==> config.mk <==
export PLATFORM = sky130hd
export DESIGN_NAME = vga_pixel_writer
export DESIGN_NICKNAME = d
export VERILOG_FILES = /design/src/rtl/vga_pixel_writer.sv
export SDC_FILE = /design/constraint.sdc
export NUM_CORES = 1
export LEC_CHECK = 0
export CAP_MARGIN = 10
export CELL_PAD_IN_SITES_DETAIL_PLACEMENT = 1
export CELL_PAD_IN_SITES_GLOBAL_PLACEMENT = 2
export CORE_MARGIN = 3
export CORE_UTILIZATION = 25
export DETAILED_ROUTE_END_ITERATION = 16
export GPL_TIMING_DRIVEN = 1
export PLACE_DENSITY_LB_ADDON = 0.1
export SLEW_MARGIN = 40
export SYNTH_ARGS = -nofsm -noshare
export SYNTH_HDL_FRONTEND = slang
export SYNTH_SLANG_ARGS = --single-unit
==> constraint.sdc <==
create_clock -name clk -period 2 [get_ports clk]
set_clock_uncertainty 0.15 [all_clocks]
set_input_delay 0.4 -clock clk [delete_from_list [all_inputs] [get_ports clk]]
set_output_delay 0.4 -clock clk [all_outputs]
set_load 0.005 [all_outputs]
==> src/rtl/vga_pixel_writer.sv <==
// ============================================================================
// Module      : vga_pixel_writer
// Description : Read-modify-write of single pixels in a 128x96 1 bpp SRAM
//               framebuffer. Optional full-screen clear sweep is enabled by
//               defining VGA_PIXEL_WRITER_CLEAR_EN.
// Revision    : 1.0 - initial release
// ============================================================================
`default_nettype none

module vga_pixel_writer #(
  parameter logic [31:0] FB_BASE = 32'd0
) (
  input  logic        clk,
  input  logic        nrst,
  input  logic        req,
  input  logic [6:0]  x,
  input  logic [6:0]  y,
  input  logic        color,
  input  logic        SRAM_busy,
  input  logic [31:0] SRAM_data_in,
`ifdef VGA_PIXEL_WRITER_CLEAR_EN
  input  logic        clear,
`endif
  output logic [31:0] word_address_dest,
  output logic [31:0] SRAM_data_out,
  output logic [3:0]  byte_select,
  output logic        read_en,
  output logic        write_en,
  output logic        ready,
  output logic        done,
  output logic        err
);

  typedef enum logic [2:0] {
    IDLE    = 3'd0,
    RD_REQ  = 3'd1,
    RD_WAIT = 3'd2,
    WR_REQ  = 3'd3,
    WR_WAIT = 3'd4,
    DONE    = 3'd5
  } state_t;

  localparam logic [6:0] c_ROWS = 7'd96;

  state_t      r_state;
  logic [4:0]  r_bit;
  logic        r_color;

  logic [31:0] w_addr;
  logic        w_y_ok;
  logic [31:0] w_merged;
  logic [3:0]  w_wr_bs;
  logic        w_clear_go;
  logic        w_sweep_more;

  // Four 32-pixel words per row; x[6:5] picks the word, x[4:0] the pixel.
  assign w_addr   = FB_BASE + {23'd0, y, 2'b00} + {30'd0, x[6:5]};
  assign w_y_ok   = (y < c_ROWS);
  assign w_merged = (SRAM_data_in & ~(32'd1 << r_bit)) | ({31'd0, r_color} << r_bit);
  assign w_wr_bs  = 4'b0001 << r_bit[4:3];

`ifdef VGA_PIXEL_WRITER_CLEAR_EN
  localparam logic [8:0] c_LAST_WORD = 9'd383;

  logic       r_clearing;
  logic [8:0] r_sweep_cnt;

  assign w_clear_go   = clear;
  assign w_sweep_more = r_clearing && (r_sweep_cnt != c_LAST_WORD);
`else
  assign w_clear_go   = 1'b0;
  assign w_sweep_more = 1'b0;
`endif

  always_ff @(posedge clk or negedge nrst) begin
    if (!nrst) begin
      r_state           <= IDLE;
      r_bit             <= 5'd0;
      r_color           <= 1'b0;
      word_address_dest <= 32'd0;
      SRAM_data_out     <= 32'd0;
      byte_select       <= 4'd0;
      read_en           <= 1'b0;
      write_en          <= 1'b0;
      ready             <= 1'b1;
      done              <= 1'b0;
      err               <= 1'b0;
`ifdef VGA_PIXEL_WRITER_CLEAR_EN
      r_clearing        <= 1'b0;
      r_sweep_cnt       <= 9'd0;
`endif
    end else begin
      done <= 1'b0;
      err  <= 1'b0;
      case (r_state)
        IDLE: begin
          if (w_clear_go) begin
            word_address_dest <= FB_BASE;
            SRAM_data_out     <= 32'd0;
            byte_select       <= 4'b1111;
            write_en          <= 1'b1;
            ready             <= 1'b0;
            r_state           <= WR_REQ;
          end else if (req) begin
            r_bit   <= x[4:0];
            r_color <= color;
            if (!w_y_ok) begin
              err <= 1'b1;
            end else begin
              word_address_dest <= w_addr;
              byte_select       <= 4'b1111;
              read_en           <= 1'b1;
              ready             <= 1'b0;
              r_state           <= RD_REQ;
            end
          end
        end
        RD_REQ: begin
          if (!SRAM_busy) begin
            read_en     <= 1'b0;
            byte_select <= 4'd0;
            r_state     <= RD_WAIT;
          end
        end
        RD_WAIT: begin
          if (!SRAM_busy) begin
            SRAM_data_out <= w_merged;
            byte_select   <= w_wr_bs;
            write_en      <= 1'b1;
            r_state       <= WR_REQ;
          end
        end
        WR_REQ: begin
          if (!SRAM_busy) begin
            write_en    <= 1'b0;
            byte_select <= 4'd0;
            r_state     <= WR_WAIT;
          end
        end
        WR_WAIT: begin
          if (!SRAM_busy) begin
            if (w_sweep_more) begin
              word_address_dest <= word_address_dest + 32'd1;
              SRAM_data_out     <= 32'd0;
              byte_select       <= 4'b1111;
              write_en          <= 1'b1;
              r_state           <= WR_REQ;
            end else begin
              done    <= 1'b1;
              r_state <= DONE;
            end
          end
        end
        DONE: begin
          ready   <= 1'b1;
          r_state <= IDLE;
        end
        default: begin
          read_en  <= 1'b0;
          write_en <= 1'b0;
          ready    <= 1'b1;
          r_state  <= IDLE;
        end
      endcase

`ifdef VGA_PIXEL_WRITER_CLEAR_EN
      // Sweep bookkeeping tracks the word just completed in WR_WAIT.
      if (r_state == IDLE && clear) begin
        r_clearing  <= 1'b1;
        r_sweep_cnt <= 9'd0;
      end else if (r_state == WR_WAIT && !SRAM_busy && r_clearing) begin
        if (r_sweep_cnt == c_LAST_WORD)
          r_clearing <= 1'b0;
        else
          r_sweep_cnt <= r_sweep_cnt + 9'd1;
      end
`endif
    end
  end

endmodule

`default_nettype wire

# [Word-level counts from Yosys, hierarchy flattened]
# Index checks and enable logic that the tools add are counted.
[word_totals] regBits=82 word_cells=75 output_inout_bits=73 input_bits=51
[op_classes] order_cmp=1 add_sub_neg=1 n_bitwise=7 n_shift=3 reduce_logical=14 n_eq_ne=12 muxes=26
[ops] op="32-bit AND" n=1
[ops] op="32-bit NOT" n=1
[ops] op="32-bit bitwise OR" n=1
[ops] op="1-bit by 5-bit << shifter with 32-bit output" n=1
[ops] op="1-bit by 5-bit << shifter with 32-bit output, first input constant" n=1
[ops] op="3-bit 2-to-1 mux" n=6
[ops] op="4-bit 2-to-1 mux" n=4
[ops] op="3-bit one-hot mux with 5 select lines" n=1
[ops] op="2-bit != test, second input constant" n=7
[ops] op="4-bit one-hot mux with 3 select lines" n=1
[ops] op="4-bit OR reduction" n=3
[ops] op="1-bit 2-to-1 mux" n=11
[ops] op="9-bit by 2-bit adder with 10-bit output" n=1
[ops] op="3-bit AND reduction" n=3
[ops] op="7-bit < comparator, second input constant" n=1
[ops] op="3-bit by 2-bit == test with 1-bit output, second input constant" n=2
[ops] op="3-bit == test, second input constant" n=2
[ops] op="1-bit one-hot mux with 3 select lines" n=2
[ops] op="6-bit AND reduction" n=1
[ops] op="5-bit AND reduction" n=1
[ops] op="1-bit NOT" n=4
[ops] op="2-bit AND reduction" n=2
[ops] op="4-bit AND reduction" n=1
[ops] op="1-bit by 2-bit << shifter with 4-bit output, first input constant" n=1
[ops] op="other kinds (5)" n=5

# [Depth between registers and ports, before layout]
# Gate-level depths: netlist of the first run.
[logic_depth] depth_word=4 depth_mapped=6 mapped_depth_nobuf=3

# [Worst setup path before layout of the first run]
# Ideal clock, no wire load.
[synth_timing] path_kind="register to register" from="reg r_state[1]" to="reg word_address_dest[0]" setup_time_ns=0.125 stages_incl_launch_ff=5 path_buffers=1 synth_period_minus_slack_ns=1.795 setup_slack_ns=0.205 arrival_ns=1.520 t_required_ns=1.725 path_cell_list="dfrtp_1 -> or4b_4 -> nand2b_4 -> buf_6 -> mux2_4"
[synth_between] elab_chain_cells=2
[synth_lines] element="start: declaration" line_no="45" rtl="state_t r_state;"
[synth_lines] element="start signal: assignment" line_no="77" rtl="r_state <= IDLE;"
[synth_lines] element="start signal: assignment" line_no="103" rtl="r_state <= WR_REQ;"
[synth_lines] element="start signal: assignment" line_no="114" rtl="r_state <= RD_REQ;"
[synth_lines] element="3-bit zero test" line_no="95" rtl="case (r_state)"
[synth_lines] element="3-bit AND reduction (no line)"
[synth_lines] element="end signal: assignment" line_no="110" rtl="word_address_dest <= w_addr;"
[synth_lines] element="end signal: assignment" line_no="143" rtl="word_address_dest <= word_address_dest + 32'd1;"
[synth_lines] element="end: declaration" line_no="24" rtl="output logic [31:0] word_address_dest,"
# Every way passes these cells.
# A chain may end at the register's enable or synchronous reset.

# [Worst setup path after layout of the first run]
[layout_timing] from="reg ready" to="out ready"
[layout_rtl] element="start: declaration" line_no="29" rtl="output logic ready,"
[layout_rtl] element="start signal: assignment" line_no="85" rtl="ready <= 1'b1;"
[layout_rtl] element="start signal: assignment" line_no="102" rtl="ready <= 1'b0;"
[layout_rtl] element="start signal: assignment" line_no="113" rtl="ready <= 1'b0;"
# No word-level cell between the ends.

==> impl_results.md, run 1 <==
* Synthesized area per cell at 9.497 sq um
* HP Start: ready$_DFFE_PN1P_
* Max-cap violations at 0
* Period utilisation layout at 0.9517
* Number of remaining DRC errors at 0
* Commonest non-fill, non-tap cell in the layout: clkdlybuf4s50_1
* Post-Synth Adder-Cell Area at 0
* Setup ws final at 0.09659 ns
* CP delay by family, top: flip-flops
* Die area at 0.01352 sq mm
* GRT met2 Usage at 0.2468
* Layout area overhead at 50.31%
* Core ar. at 0.01166 sq mm
* Routed len/inst at 16.93 microns
* Root buffer cell: clkbuf_16
* Vias in the first global route at 2826
* PortBufs at 100
* Final GP Congestion at 0.7106
* Hold Path Class: register to register
* Synth top area share at 0.4776
* Multiplexer share of the synthesized area at 0.07163
* Seq/Total Area, Yosys at 0.4862
* Status: finished clean
* Synth Area in XOR/XNOR at 0.002882
* Cts repair resizes at 0
* Initial antenna violation count at 0
* Max Slew Vio Count at 0
* Finished Cell Area at 0.004568 sq mm
* Clock buffer depth at 2
* CP cell instances: clkdlybuf4s50_1
* CTS tree: yes
* Pwr/cell area at 1572 mW/mm^2
* Starting DRT DRC Count at 115
* Buffer and inverter count on the worst path at 1
* DIE HEIGHT at 116.3 microns
* Placed Cells incl. Taps at 563
* Via/cell ratio at 4.621
* P_leak at 0.001853 uW
* HPWL Detailed at 6957 microns
* Synth warnings at 0
* Top cells by area, synth: dfrtp_1 48%, a31oi_1 6.6%, buf_4 5.7%, o21ai_0 5.6%, nor2_1 4.9%
* Max VDD drop at 0.5583 mV
* Minimum clock period after layout at 1.903 ns
* EDFF count, synth at 0
* Largest net degree at the start of global routing at 60
* Largest family of logic cells by synthesized area: simple AND/OR/NAND/NOR gates
* Finished Layout Cells at 580
* Gr ovfl total at 0
* Met3 Use GR at 0.03264
* Placed cell area at 0.004244 sq mm
* Row Count at 39
* Gr busiest metal: met2
* Synthesized flop and latch total at 59
* Max Fclk at 525.4 MHz
* Num ports at 124
* Asr flop ratio synth at 1.000
* Clock latency on the worst-skew pair at 0.32 ns
* Post-Synthesis Cells at 320
* Leading area contributor after synthesis: dfrtp_1
* CP Capture Type: output pin
* Worst setup SP type: register
* First-pass GRT wire length at 15550 microns
* Post-Route Setup TNS at 0 ns
* Detailed-router iteration count before antenna repair at 4
* CTS sink cnt at 59
* # nets final at 483
* Reg2reg start: r_state[1]$_DFFE_PN0P_
* Clk slew on worst S/H paths at 0.05 ns
* Commonest cells after routing, fill and taps aside: 99 x clkdlybuf4s50_1, 58 x dfrtp_1, 40 x nor2_1
* Antenna Violating Nets Remaining at 0
* CP max stage delay at 0.53 ns
* Critical path class: register to output pin
* Distinct cells, synth at 42
* Top FF cell, synth: dfrtp_1
* Met1 usage at 0.1965
* Critical Path AT at 1.35 ns
* Initial Utilization at 0.2606
* Cts bufs inserted at 9
* CP max FO at 3
* Simple-Gate Fraction of Synth Area at 0.1811
* Synth Area in Compound Gates at 0.1647
* Critical Path RT at 1.45 ns
* Post-synthesis cell area at 0.003039 sq mm
* Total Wirelength at 9821 microns
* Total number of vias at 2680
* Die X at 116.3 microns
* Unrepaired setup endpoints after global routing: no
* Hold Violations, Final at 0
* H-tree depth at 3
* GRT Util Overall at 0.1513
* Total power at 7181 uW
* Slowest-stage cell, CP: dfstp_2
* Share of cells above drive strength 1 at 0.1533
* Pre-CTS WS at -0.2125 ns
* # setup viols final at 0
* N_diodes at 0
* CP startpoint: ready$_DFFE_PN1P_
==> report_power, final <==
group,leakage (uW),total (uW),internal [uW],switching (uW)
clock network,0.000155,1620,1060,554
registers,0.000679,2260,1790,472
logic,0.00102,3310,1890,1420
total,0.00185,7180,4730,2450
==> through the flow <==
stage          utilization  hold WS (ns)
2_1_floorplan            -      -0.04559
3_3_place_gp        0.3639        0.2904
3_5_place_dp        0.3639        0.2934
4_1_cts             0.3917        0.3569
5_1_grt             0.3917        0.3920
6_report            0.3917        0.3526
==> what timing repair did <==
action / 4_1_cts / 5_1_grt
buffers inserted: 0 / 0
hold endpoints to repair: 58 / 0
hold buffers: 1 / 0
==> synthesized netlist by cell type (2+ instances only) <==
library cell and number:
a21oi_1 5, a31oi_1 32, and2_1 2, and4b_1 3, buf_1 6, buf_2 5, buf_4 23, clkbuf_1 10
dfrtp_1 58, inv_1 3, mux2_2 10, mux2_4 7, nand2_1 38, nand2b_1 4, nand3_1 2, nand3b_1 3
nor2_1 40, nor2b_1 4, nor4b_1 2, nor4bb_1 2, o21a_1 3, o21ai_0 34, o22a_1 2, o31ai_1 2
or3b_2 3
==> cells by family (layout without fill, tap and decap cells) <==
logic type	Yosys count	count (layout)
compound gates	84	84
xor+xnor	1	1
buf+inv	48	143
flops	59	59
mux	17	17
other cells	1	23
simple gates	110	110
==> worst paths after layout <==
path / slack (ns) / cells past startpoint / to
max reg2reg: 0.22 / 5 / byte_select[1]$_DFFE_PN0P_
min reg2reg: 0.35 / 2 / ready$_DFFE_PN1P_
max: 0.1 / 1 / ready
min in group asynchronous: 0.47 / 3 / SRAM_data_out[19]$_DFFE_PN0P_
min: 0.35 / 2 / ready$_DFFE_PN1P_
max in group asynchronous: 0.90 / 3 / ready$_DFFE_PN1P_
==> layout make-up <==
| type | count | area (sq um) |
|---|---|---|
| flip-flops and latches | 59 | 1478 |
| inverters | 3 | 11.26 |
| repair buffers | 124 | 1216 |
| clock inverters | 4 | 47.55 |
| fillers | 1339 | 7094 |
| multi-input cells | 235 | 1370 |
| clock buffers | 12 | 266.5 |
| well taps | 143 | 178.9 |
==> sequential cells by signal (all words and copies together), names as in the netlist <==
register           flops
err                    1
write_en               1
r_color                1
read_en                1
SRAM_data_out         32
r_state                3
r_bit                  5
ready                  1
byte_select            4
done                   1
word_address_dest      9
==> layer usage <==
layer  wire length (microns)  part of all wire
met5                       0                 0
met4                     146             0.015
met2                    4713              0.48
met3                     495             0.050
met1                    4466              0.45
(Power assumes the default switching activity.)
==> run 2, diff against run 1 <==
CTS_CLUSTER_DIAMETER = 30   (was default)
==> results of run 2 <==
Final layout, timing and power as in run 1 (identical DEF).
